File: src/rtl/ps2_pkg.sv
// Shared PS/2 definitions: shift FSM encodings, frame geometry and the scan codes
// the downstream decode stage keys on.
package ps2_pkg;

    localparam logic [0:0] ST_IDLE = 1'b0;
    localparam logic [0:0] ST_RECV = 1'b1;

    localparam int FRAME_BITS = 11;

    localparam logic [7:0] BREAK_CODE = 8'hF0;
    localparam logic [7:0] SHIFT_CODE = 8'h12;
    localparam logic [7:0] CTRL_CODE  = 8'h14;

    // Frame layout: [0] start, [8:1] data LSB first, [9] odd parity, [10] stop.
    function automatic logic frame_ok(input logic [FRAME_BITS-1:0] f);
        return !f[0] && f[10] && (^f[9:1]);
    endfunction

endpackage

File: src/rtl/ps2_fifo.sv
// Synchronous FIFO, combinational head read; pop on empty is ignored, push on full
// is dropped unless a pop happens in the same cycle.
module ps2_fifo #(
    parameter int DEPTH = 8,
    parameter int WIDTH = 8
) (
    input  logic             clk,
    input  logic             rst,
    input  logic             push_i,
    input  logic             pop_i,
    input  logic [WIDTH-1:0] wdata_i,
    output logic [WIDTH-1:0] rdata_o,
    output logic             full_o,
    output logic             empty_o
);

    localparam int AW = $clog2(DEPTH);

    logic [WIDTH-1:0] mem_q [DEPTH];
    logic [AW-1:0]    wr_ptr_q, rd_ptr_q;
    logic [AW:0]      count_q;
    logic             pop_ok, push_ok;

    assign full_o  = (count_q == (AW+1)'(DEPTH));
    assign empty_o = (count_q == '0);
    assign rdata_o = mem_q[rd_ptr_q];

    assign pop_ok  = pop_i && !empty_o;
    assign push_ok = push_i && (!full_o || pop_ok);

    always_ff @(posedge clk) begin
        if (rst) begin
            wr_ptr_q <= '0;
            rd_ptr_q <= '0;
            count_q  <= '0;
        end else begin
            if (push_ok) wr_ptr_q <= wr_ptr_q + 1'b1;
            if (pop_ok)  rd_ptr_q <= rd_ptr_q + 1'b1;
            case ({push_ok, pop_ok})
                2'b10:   count_q <= count_q + 1'b1;
                2'b01:   count_q <= count_q - 1'b1;
                default: count_q <= count_q;
            endcase
        end
    end

    always_ff @(posedge clk) begin
        if (push_ok) mem_q[wr_ptr_q] <= wdata_i;
    end

endmodule

File: src/rtl/ps2_receiver.sv
// PS/2 keyboard front end: sync pins, deserialise/check 11-bit frames, buffer bytes.
// Pin-to-edge 3 clk; pop at edge T gives data_out/rec_flag from T+1; full FIFO drops and flags overflow.
module ps2_receiver
    import ps2_pkg::*;
#(
    parameter int FIFO_DEPTH     = 8,
    parameter int TIMEOUT_CYCLES = 50000
) (
    input  logic       clk,
    input  logic       rst,
    input  logic       ps2_clk,
    input  logic       ps2_data,
    input  logic       rd_en,
    output logic [7:0] data_out,
    output logic       rec_flag,
    output logic       ready,
    output logic       overflow,
    output logic [7:0] frame_err_cnt
);

    localparam int TW = (TIMEOUT_CYCLES > 2) ? $clog2(TIMEOUT_CYCLES) : 1;
    localparam logic [TW-1:0] TMO_MAX   = TW'(TIMEOUT_CYCLES - 1);
    localparam logic [3:0]    LAST_BIT  = 4'(FRAME_BITS - 1);

    logic ps2c_s1_q, ps2c_s2_q, ps2c_prev_q;
    logic ps2d_s1_q, ps2d_s2_q;
    logic fe;

    logic [0:0]            state_q, state_d;
    logic [3:0]            bit_idx_q, bit_idx_d;
    logic [FRAME_BITS-1:0] frame_q, frame_d;
    logic [TW-1:0]         tmo_q, tmo_d;
    logic [7:0]            err_cnt_q, err_cnt_d;
    logic                  ovf_q, ovf_d;
    logic [7:0]            dout_q, dout_d;
    logic                  rec_q, rec_d;

    logic       push, pop, err_inc;
    logic [7:0] fifo_rdata;
    logic       fifo_full, fifo_empty;

    assign fe = ps2c_prev_q && !ps2c_s2_q;

    always_ff @(posedge clk) begin
        if (rst) begin
            ps2c_s1_q   <= 1'b1;
            ps2c_s2_q   <= 1'b1;
            ps2c_prev_q <= 1'b1;
            ps2d_s1_q   <= 1'b1;
            ps2d_s2_q   <= 1'b1;
        end else begin
            ps2c_s1_q   <= ps2_clk;
            ps2c_s2_q   <= ps2c_s1_q;
            ps2c_prev_q <= ps2c_s2_q;
            ps2d_s1_q   <= ps2_data;
            ps2d_s2_q   <= ps2d_s1_q;
        end
    end

    always_comb begin
        state_d   = state_q;
        bit_idx_d = bit_idx_q;
        frame_d   = frame_q;
        tmo_d     = tmo_q;
        push      = 1'b0;
        err_inc   = 1'b0;

        case (state_q)
            ST_IDLE: begin
                tmo_d = '0;
                if (fe && !ps2d_s2_q) begin
                    frame_d   = '0;
                    bit_idx_d = 4'd1;
                    state_d   = ST_RECV;
                end
            end
            default: begin
                if (fe) begin
                    tmo_d              = '0;
                    frame_d[bit_idx_q] = ps2d_s2_q;
                    bit_idx_d          = bit_idx_q + 4'd1;
                    if (bit_idx_q == LAST_BIT) begin
                        // Stop bit just landed: judge the whole frame this cycle.
                        state_d   = ST_IDLE;
                        bit_idx_d = '0;
                        push      = frame_ok(frame_d);
                        err_inc   = !frame_ok(frame_d);
                    end
                end else if (tmo_q == TMO_MAX) begin
                    state_d   = ST_IDLE;
                    bit_idx_d = '0;
                    tmo_d     = '0;
                    err_inc   = 1'b1;
                end else begin
                    tmo_d = tmo_q + 1'b1;
                end
            end
        endcase
    end

    always_comb begin
        pop       = rd_en && !fifo_empty;
        dout_d    = dout_q;
        rec_d     = 1'b0;
        ovf_d     = ovf_q;
        err_cnt_d = err_cnt_q;
        if (pop) begin
            dout_d = fifo_rdata;
            rec_d  = 1'b1;
        end
        if (push && fifo_full && !pop) ovf_d = 1'b1;
        if (err_inc && err_cnt_q != 8'hFF) err_cnt_d = err_cnt_q + 8'd1;
    end

    always_ff @(posedge clk) begin
        if (rst) begin
            state_q   <= ST_IDLE;
            bit_idx_q <= '0;
            frame_q   <= '0;
            tmo_q     <= '0;
            err_cnt_q <= '0;
            ovf_q     <= 1'b0;
            dout_q    <= '0;
            rec_q     <= 1'b0;
        end else begin
            state_q   <= state_d;
            bit_idx_q <= bit_idx_d;
            frame_q   <= frame_d;
            tmo_q     <= tmo_d;
            err_cnt_q <= err_cnt_d;
            ovf_q     <= ovf_d;
            dout_q    <= dout_d;
            rec_q     <= rec_d;
        end
    end

    ps2_fifo #(
        .DEPTH (FIFO_DEPTH),
        .WIDTH (8)
    ) u_fifo (
        .clk     (clk),
        .rst     (rst),
        .push_i  (push),
        .pop_i   (pop),
        .wdata_i (frame_d[8:1]),
        .rdata_o (fifo_rdata),
        .full_o  (fifo_full),
        .empty_o (fifo_empty)
    );

    assign data_out      = dout_q;
    assign rec_flag      = rec_q;
    assign ready         = !fifo_empty;
    assign overflow      = ovf_q;
    assign frame_err_cnt = err_cnt_q;

endmodule

File: config.mk
export PLATFORM = sky130hd
export DESIGN_NAME = ps2_receiver
export DESIGN_NICKNAME = d
export VERILOG_FILES = /design/src/rtl/ps2_pkg.sv /design/src/rtl/ps2_fifo.sv /design/src/rtl/ps2_receiver.sv
export SDC_FILE = /design/constraint.sdc
export NUM_CORES = 1
export LEC_CHECK = 0
export BUFFER_PORTS_ARGS = -buffer_cell sky130_fd_sc_hd__buf_2
export CORE_ASPECT_RATIO = 1.4
export CORE_MARGIN = 2
export CORE_UTILIZATION = 50
export CTS_CLUSTER_DIAMETER = 150
export CTS_CLUSTER_SIZE = 12
export DETAILED_ROUTE_END_ITERATION = 10
export PLACE_DENSITY_LB_ADDON = 0.05
export SLEW_MARGIN = 25
export SYNTH_ARGS = -nofsm -noshare
export SYNTH_HDL_FRONTEND = slang
export SYNTH_SLANG_ARGS = --single-unit
File: constraint.sdc
create_clock -name clk -period 3.17 [get_ports clk]
set_input_delay 0.317 -clock clk [delete_from_list [all_inputs] [get_ports clk]]
set_output_delay 0.317 -clock clk [all_outputs]
set_load 0.05 [all_outputs]
After elaboration in Yosys (flattened, before gate mapping)
Memory sizes are Yosys's and may differ from the RTL's. A register that Yosys moved wholly into a read port is not among the register bits.
Index checks and enable logic that the tools add are counted.

operators by class
  add/subtract/negate cells = 7
  $lt $le $gt $ge = 2
  equal/unequal tests = 8
  muxes and demuxes = 27
  bitwise gates (word level) = 1
  reductions and logical operators = 26

operators by type and width
  cell                                                        count
  two-way mux 11 bit                                          3
  two-way mux 4 bit                                           5
  adder 16 x 1 -> 16 bit, second input constant               1
  equality test 16 bit, second input constant                 1
  two-way mux 1 bit                                           16
  bitwise mux 11 bit                                          1
  logical AND 1 bit                                           11
  parity 9 bit                                                1
  adder 4 x 1 -> 4 bit, second input constant                 2
  adder 8 x 1 -> 8 bit, second input constant                 1
  equality test 4 bit, second input constant                  2
  != test 8 bit, second input constant                        1
  case mux 4 bit (2 select lines)                             1
  zero test 1 bit                                             7
  adder 3 x 1 -> 3 bit, second input constant                 2
  less-than comparator 4 x 5 -> 1 bit, second input constant  1
  demux 1 bit (select 4 bit)                                  1
  >= comparator 4 x 1 -> 1 bit, second input constant         1
  zero test 4 bit                                             1
  AND reduction 2 bit                                         2
  nonzero test 2 bit                                          2
  OR reduction 4 bit                                          1
  subtractor 4 x 1 -> 4 bit, second input constant            1
  != test 3 x 2 -> 1 bit, second input constant               1
  other kinds (5)                                             5

word-level totals
  bits in registers = 57
  memory bits (writable) = 64
  bits of input ports = 5
  output and inout port bits = 19
  logic and storage cells = 88
  memories kept = 1

memories
  memory        words  width  rd ports  clocked after Yosys merged registers in  wr ports  line            text
  u_fifo.mem_q  8      8      1         1                                        1         ps2_fifo.sv:19  logic [WIDTH-1:0] mem_q [DEPTH];

Depth between registers and ports, before layout
  depth after elaboration = 14
  mapped depth = 15
  gate-level depth less buffers = 13

Cells and area by module
Synthesis repeated with hierarchy kept, for this count alone.

unflattened totals
  cell total of the unflattened synthesis = 472
  area total of the unflattened synthesis = 5854.4 um2

by module, submodules not included
  module        times used  cells an instance  area each (um2)  seq. area each (um2)
  ps2_fifo      1           176                3203.1           2182.1
  ps2_receiver  1           296                2651.3           1101.1

Worst setup path after synthesis
No wires, ideal clock.

  path type = register to register
  start = register bit_idx_q[3]
  end = memory u_fifo.mem_q[2][0], enable pin
  setup time = 0.398 ns
  arrival = 3.113 ns
  required time = 2.772 ns
  slack = -0.341 ns
  cell stages (with the launch flop) = 9
  path buffers = 1
  period minus slack after synthesis = 3.511 ns
  path through = dfxtp_1 > buf_6 > nor4b_1 > mux2i_1 > xnor2_1 > xnor3_2 > xnor2_2 > nand3_4 > nor4b_1

between the ends
  word-level cells in the longest chain between the ends = 14
  elaborated cells on any way between the ends = 17
  classes of those cells = order compare (2); eq/ne (1); mux (8); reduce/logical (6)

ends and longest elaborated chain
  what                                                                         line                 text
  from (decl)                                                                  ps2_receiver.sv:30   logic [3:0] bit_idx_q, bit_idx_d;
  from (signal assigned)                                                       ps2_receiver.sv:127  bit_idx_q <= bit_idx_d;
  branches (longest 8 deep; another with less-than comparator 4 x 5 -> 1 bit)  -
  two-way mux 1 bit *                                                          ps2_receiver.sv:82   if (bit_idx_q == LAST_BIT) begin
  two-way mux 1 bit *                                                          ps2_receiver.sv:78   if (fe) begin
  two-way mux 1 bit *                                                          ps2_receiver.sv:68   case (state_q)
  logical AND 1 bit *                                                          ps2_fifo.sv:29       assign push_ok = push_i && (!full_o || pop_ok);
  two-way mux 1 bit *                                                          ps2_fifo.sv:48       if (push_ok) mem_q[wr_ptr_q] <= wdata_i;
  two-way mux 1 bit (not written as such) *                                    ps2_fifo.sv:48
  to (decl)                                                                    ps2_fifo.sv:19

Every way passes the cells marked *.

Final worst setup path
  start = register bit_idx_q[0]
  end = register u_fifo.count_q[3]

between the ends
  word-level cells in the longest chain between the ends = 14
  elaborated cells on any way between the ends = 19
  classes of those cells = order compare (2); eq/ne (3); mux (7); reduce/logical (7)

ends and longest elaborated chain
  what                                                                          line                text
  branches (longest 8 deep; another with less-than comparator 4 x 5 -> 1 bit)   -
  two-way mux 1 bit *                                                           ps2_receiver.sv:82
  two-way mux 1 bit *                                                           ps2_receiver.sv:78
  two-way mux 1 bit *                                                           ps2_receiver.sv:68
  logical AND 1 bit *                                                           ps2_fifo.sv:29
  equality test 2 x 1 -> 1 bit / equality test 2 bit (equally long branches)    ps2_fifo.sv:39      case ({push_ok, pop_ok})
  case mux 4 bit (2 select lines) / nonzero test 2 bit (equally long branches)  -
  to (signal assigned)                                                          ps2_fifo.sv:40      2'b10: count_q <= count_q + 1'b1;
  to (signal assigned)                                                          ps2_fifo.sv:41      2'b01: count_q <= count_q - 1'b1;
  to (signal assigned)                                                          ps2_fifo.sv:42      default: count_q <= count_q;
  to (decl)                                                                     ps2_fifo.sv:21      logic [AW:0] count_q;

Marks and branches as above.
A chain may end at the register's enable or synchronous reset.

==> flow_summary.yaml <==
detailed_routing:
  drtIter0Drc: 181
  drt-vias-per-instance: 5.557
  vias: 3701
  drc: 0
  routed_wl_mm: 10.72
  wire_per_inst_um: 16.10
  antenna_left: 0
  first_pass_iters: 4
die:
  dieArea_um2: 12180
  rows: 45
  start_util_pct: 51.74
  coreArea_um2: 10920
  dieHeight_um: 129.8
  io_pins: 24
  dieWidth_um: 93.86
synth:
  async_reset_ff_share_pct: 0
  synth_ff_type: "dfxtp_1"
  synth-edff-count: 64
  netlist_area_um2: 5652
  synth-seq-cells: 129
  syn_avg_cell_area_um2: 12.42
  yosysWarnings: 0
  synth_seq_area_share_pct: 57.03
  synth_cell_types: 60
  syn_nets: 467
  syn_inst: 455
worst_hold_path:
  hold_path_class: "input pin to flop"
cts:
  h-tree-depth: 4
  clkSinkCount: 129
  clkLatencyLatePin_ns: 0.41
  clock-root-buffer: "clkbuf_16"
  cts_buffer_depth: 2
  hold_buffers: 0
  cts_buffers: 17
  clkSlewWorstSetupHoldPaths_ns: 0.05
  cts_tree: "done"
placed_design:
  globalplace.congestion: 0.7445
  dp_slack_ns: -0.1258
  dpl.hpwl_mm: 7.152
  io_buffers: 23
worst_setup_path:
  required_ns: 3.51
  cp_max_fo: 5
  cp-end-kind: "flop"
  worstPathArrival_ns: 3.57
  critPathKind: "flop to flop"
  startpoint_type: "flop"
status:
  failed_checks: "setup timing"
  status: "complete, but fails checks"
global_routing:
  antenna_found_initial: 0
  track_usage_pct: 19.22
  grt_pass1_vias: 3712
  overflow: 0
  grt_max_degree: 25
  grt_pass1_wl_mm: 17.80
pwr:
  intPower_w: 0.003002
  powerDensity_nw_per_um2: 541.9
  p_comb_share_pct: 0.9
  ir_worst_vdd_mv: 0.3260
  p_leak_nw: 2.386
  p_sw_share_pct: 19.40
  pwr-share-seq_pct: 46.7
  switchingPower_w: 0.0007223
  clkPwrFrac_pct: 52.5
timing:
  setup_ws_ns: -0.06023
  hold_violations: 0
  skew_ns: 0.008381
  slew_violations: 0
  fin_crit_sh_pct: 101.9
  worstMarginPinSlew_ns: 0.8962
  slew_headroom_pct: 39.62
  grt_setup_unrepaired: "yes"
  period_needed_ns: 3.230
  hold_ws_ns: 0.09416
  finalSetupViolCount: 2
  fmax_ghz: 0.3096
cells_and_area:
  antennaDiodeCount: 0
  final_common_cell: "edfxtp_1"
  final_cell_mix: "edfxtp_1 (64), dfxtp_1 (61), nor2_1 (42)"
  drive_gt1_share_pct: 27.81
  synthToLayoutAreaGrowth_pct: 21.59
  final_nets: 524
job:
  maxCapViolations: 0
==> cell families (layout without fill, tap and decap cells) <==
logic type,after synthesis,count (layout),synth area share (%)
flip-flops,129,129,57.03
AO/OA/AOI/OAI,67,67,7.040
adder cells (fa/ha/maj),7,7,1.550
multiplexers,41,41,11.38
buffers and inverters,33,103,2.745
XOR/XNOR,24,24,4.361
AND/OR/NAND/NOR,154,154,15.90
==> power groups by stage <==
| stage | logic [W] | clock network [W] | registers (W) |
|---|---|---|---|
| CTS | 0.0000326 | 0.00200 | 0.00174 |
| global placement | 0.0000316 | 0 | 0.00178 |
| detailed placement | 0.0000316 | 0 | 0.00178 |
| floorplan | 0.0000207 | 0 | 0.00177 |
| global route | 0.0000356 | 0.00207 | 0.00174 |
| finish | 0.0000322 | 0.00195 | 0.00174 |
==> per-stage QoR <==
stage / power, W / setup TNS (ns) / utilization (%) / instances / area [um^2]
floorplan: 0.001794 / -10.63 / - / 455 / 5697
global placement: 0.001807 / -0.1105 / 55.61 / 623 / 6075
detailed placement: 0.001807 / -0.1914 / 55.61 / 623 / 6075
CTS: 0.003770 / -0.02457 / 62.47 / 666 / 6824
global route: 0.003846 / -0.6121 / 62.91 / 666 / 6872
finish: 0.003724 / -0.1156 / 62.91 / 666 / 6872
==> cell type report <==
type / instances / area [um^2]
Multi-Input combinational cell: 293 / 2401
Clock buffer: 19 / 442.9
Tap cell: 141 / 176.4
Timing Repair Buffer: 64 / 426.7
Fill cell: 892 / 4051
Inverter: 7 / 26.28
Sequential cell: 129 / 3238
Clock inverter: 13 / 160.2
==> sequential cells by signal, summed over array words and instances (netlist names) <==
| register | cells |
|---|---|
| bit_idx_q | 4 |
| data_out | 8 |
| frame_err_cnt | 8 |
| frame_q | 11 |
| overflow | 1 |
| ps2c_prev_q | 1 |
| ps2c_s1_q | 1 |
| ps2c_s2_q | 1 |
| ps2d_s1_q | 1 |
| ps2d_s2_q | 1 |
| rec_flag | 1 |
| state_q | 1 |
| tmo_q | 16 |
| u_fifo.count_q | 4 |
| u_fifo.mem_q | 64 |
| u_fifo.rd_ptr_q | 3 |
| u_fifo.wr_ptr_q | 3 |
==> critical path, stage by stage (launching register included) <==
cell and delay [ns]:
dfxtp_4 0.36, buf_6 0.13, nor4b_4 0.28, mux2i_2 0.35
xnor2_2 0.17, xnor3_2 0.42, xnor2_4 0.19, nand3_4 0.12
ha_4 0.18, nor4bb_1 0.25, a21oi_1 0.07, o22a_1 0.20
or3_1 0.30, a21oi_1 0.12
==> layer usage <==
metal / global-route usage, % / wire length [um]
met5: 0 / 0
met4: 7.587 / 199
met3: 5.023 / 267
met2: 35.21 / 5926
met1: 21.06 / 4329
==> what timing repair did <==
item | CTS | global route
buffers inserted | 11 | 0
endpoints found under the setup margin | 2 | 34
resized for setup | 15 | 7
pin swaps | 6 | 4
hold endpoints to repair | 0 | 0
==> worst paths after layout <==
| path | end | start | cells after the start | slack [ns] |
|---|---|---|---|---|
| max | u_fifo.count_q[3] | bit_idx_q[0] | 13 | -0.06 |
| min | ps2c_s1_q | ps2_clk | 2 | 0.09 |
| max reg2reg | u_fifo.count_q[3] | bit_idx_q[0] | 13 | -0.06 |
| min reg2reg | ps2d_s2_q | ps2d_s1_q | 1 | 0.41 |
==> cell usage after synthesis, types with 5 or more instances <==
cell type | instances | area share (%)
o21ai_0 | 24 | 2.1
mux2i_1 | 20 | 3.5
a211oi_1 | 10 | 1.3
nor4b_1 | 8 | 1.2
nor2_1 | 42 | 2.8
nand3_1 | 14 | 1.2
nand2_1 | 18 | 1.2
and2_1 | 9 | 1.0
and3_1 | 6 | 0.66
a21oi_1 | 19 | 1.7
edfxtp_1 | 64 | 34
mux4_2 | 16 | 6.4
dfxtp_1 | 65 | 23
xnor2_1 | 10 | 1.5
or2_2 | 5 | 0.55
ha_1 | 7 | 1.5
xor2_1 | 11 | 1.7
clkbuf_1 | 16 | 1.1
nor3_1 | 5 | 0.44
or3_1 | 9 | 1.0
inv_1 | 7 | 0.46
Note: power is estimated with default switching activity, not from simulation.
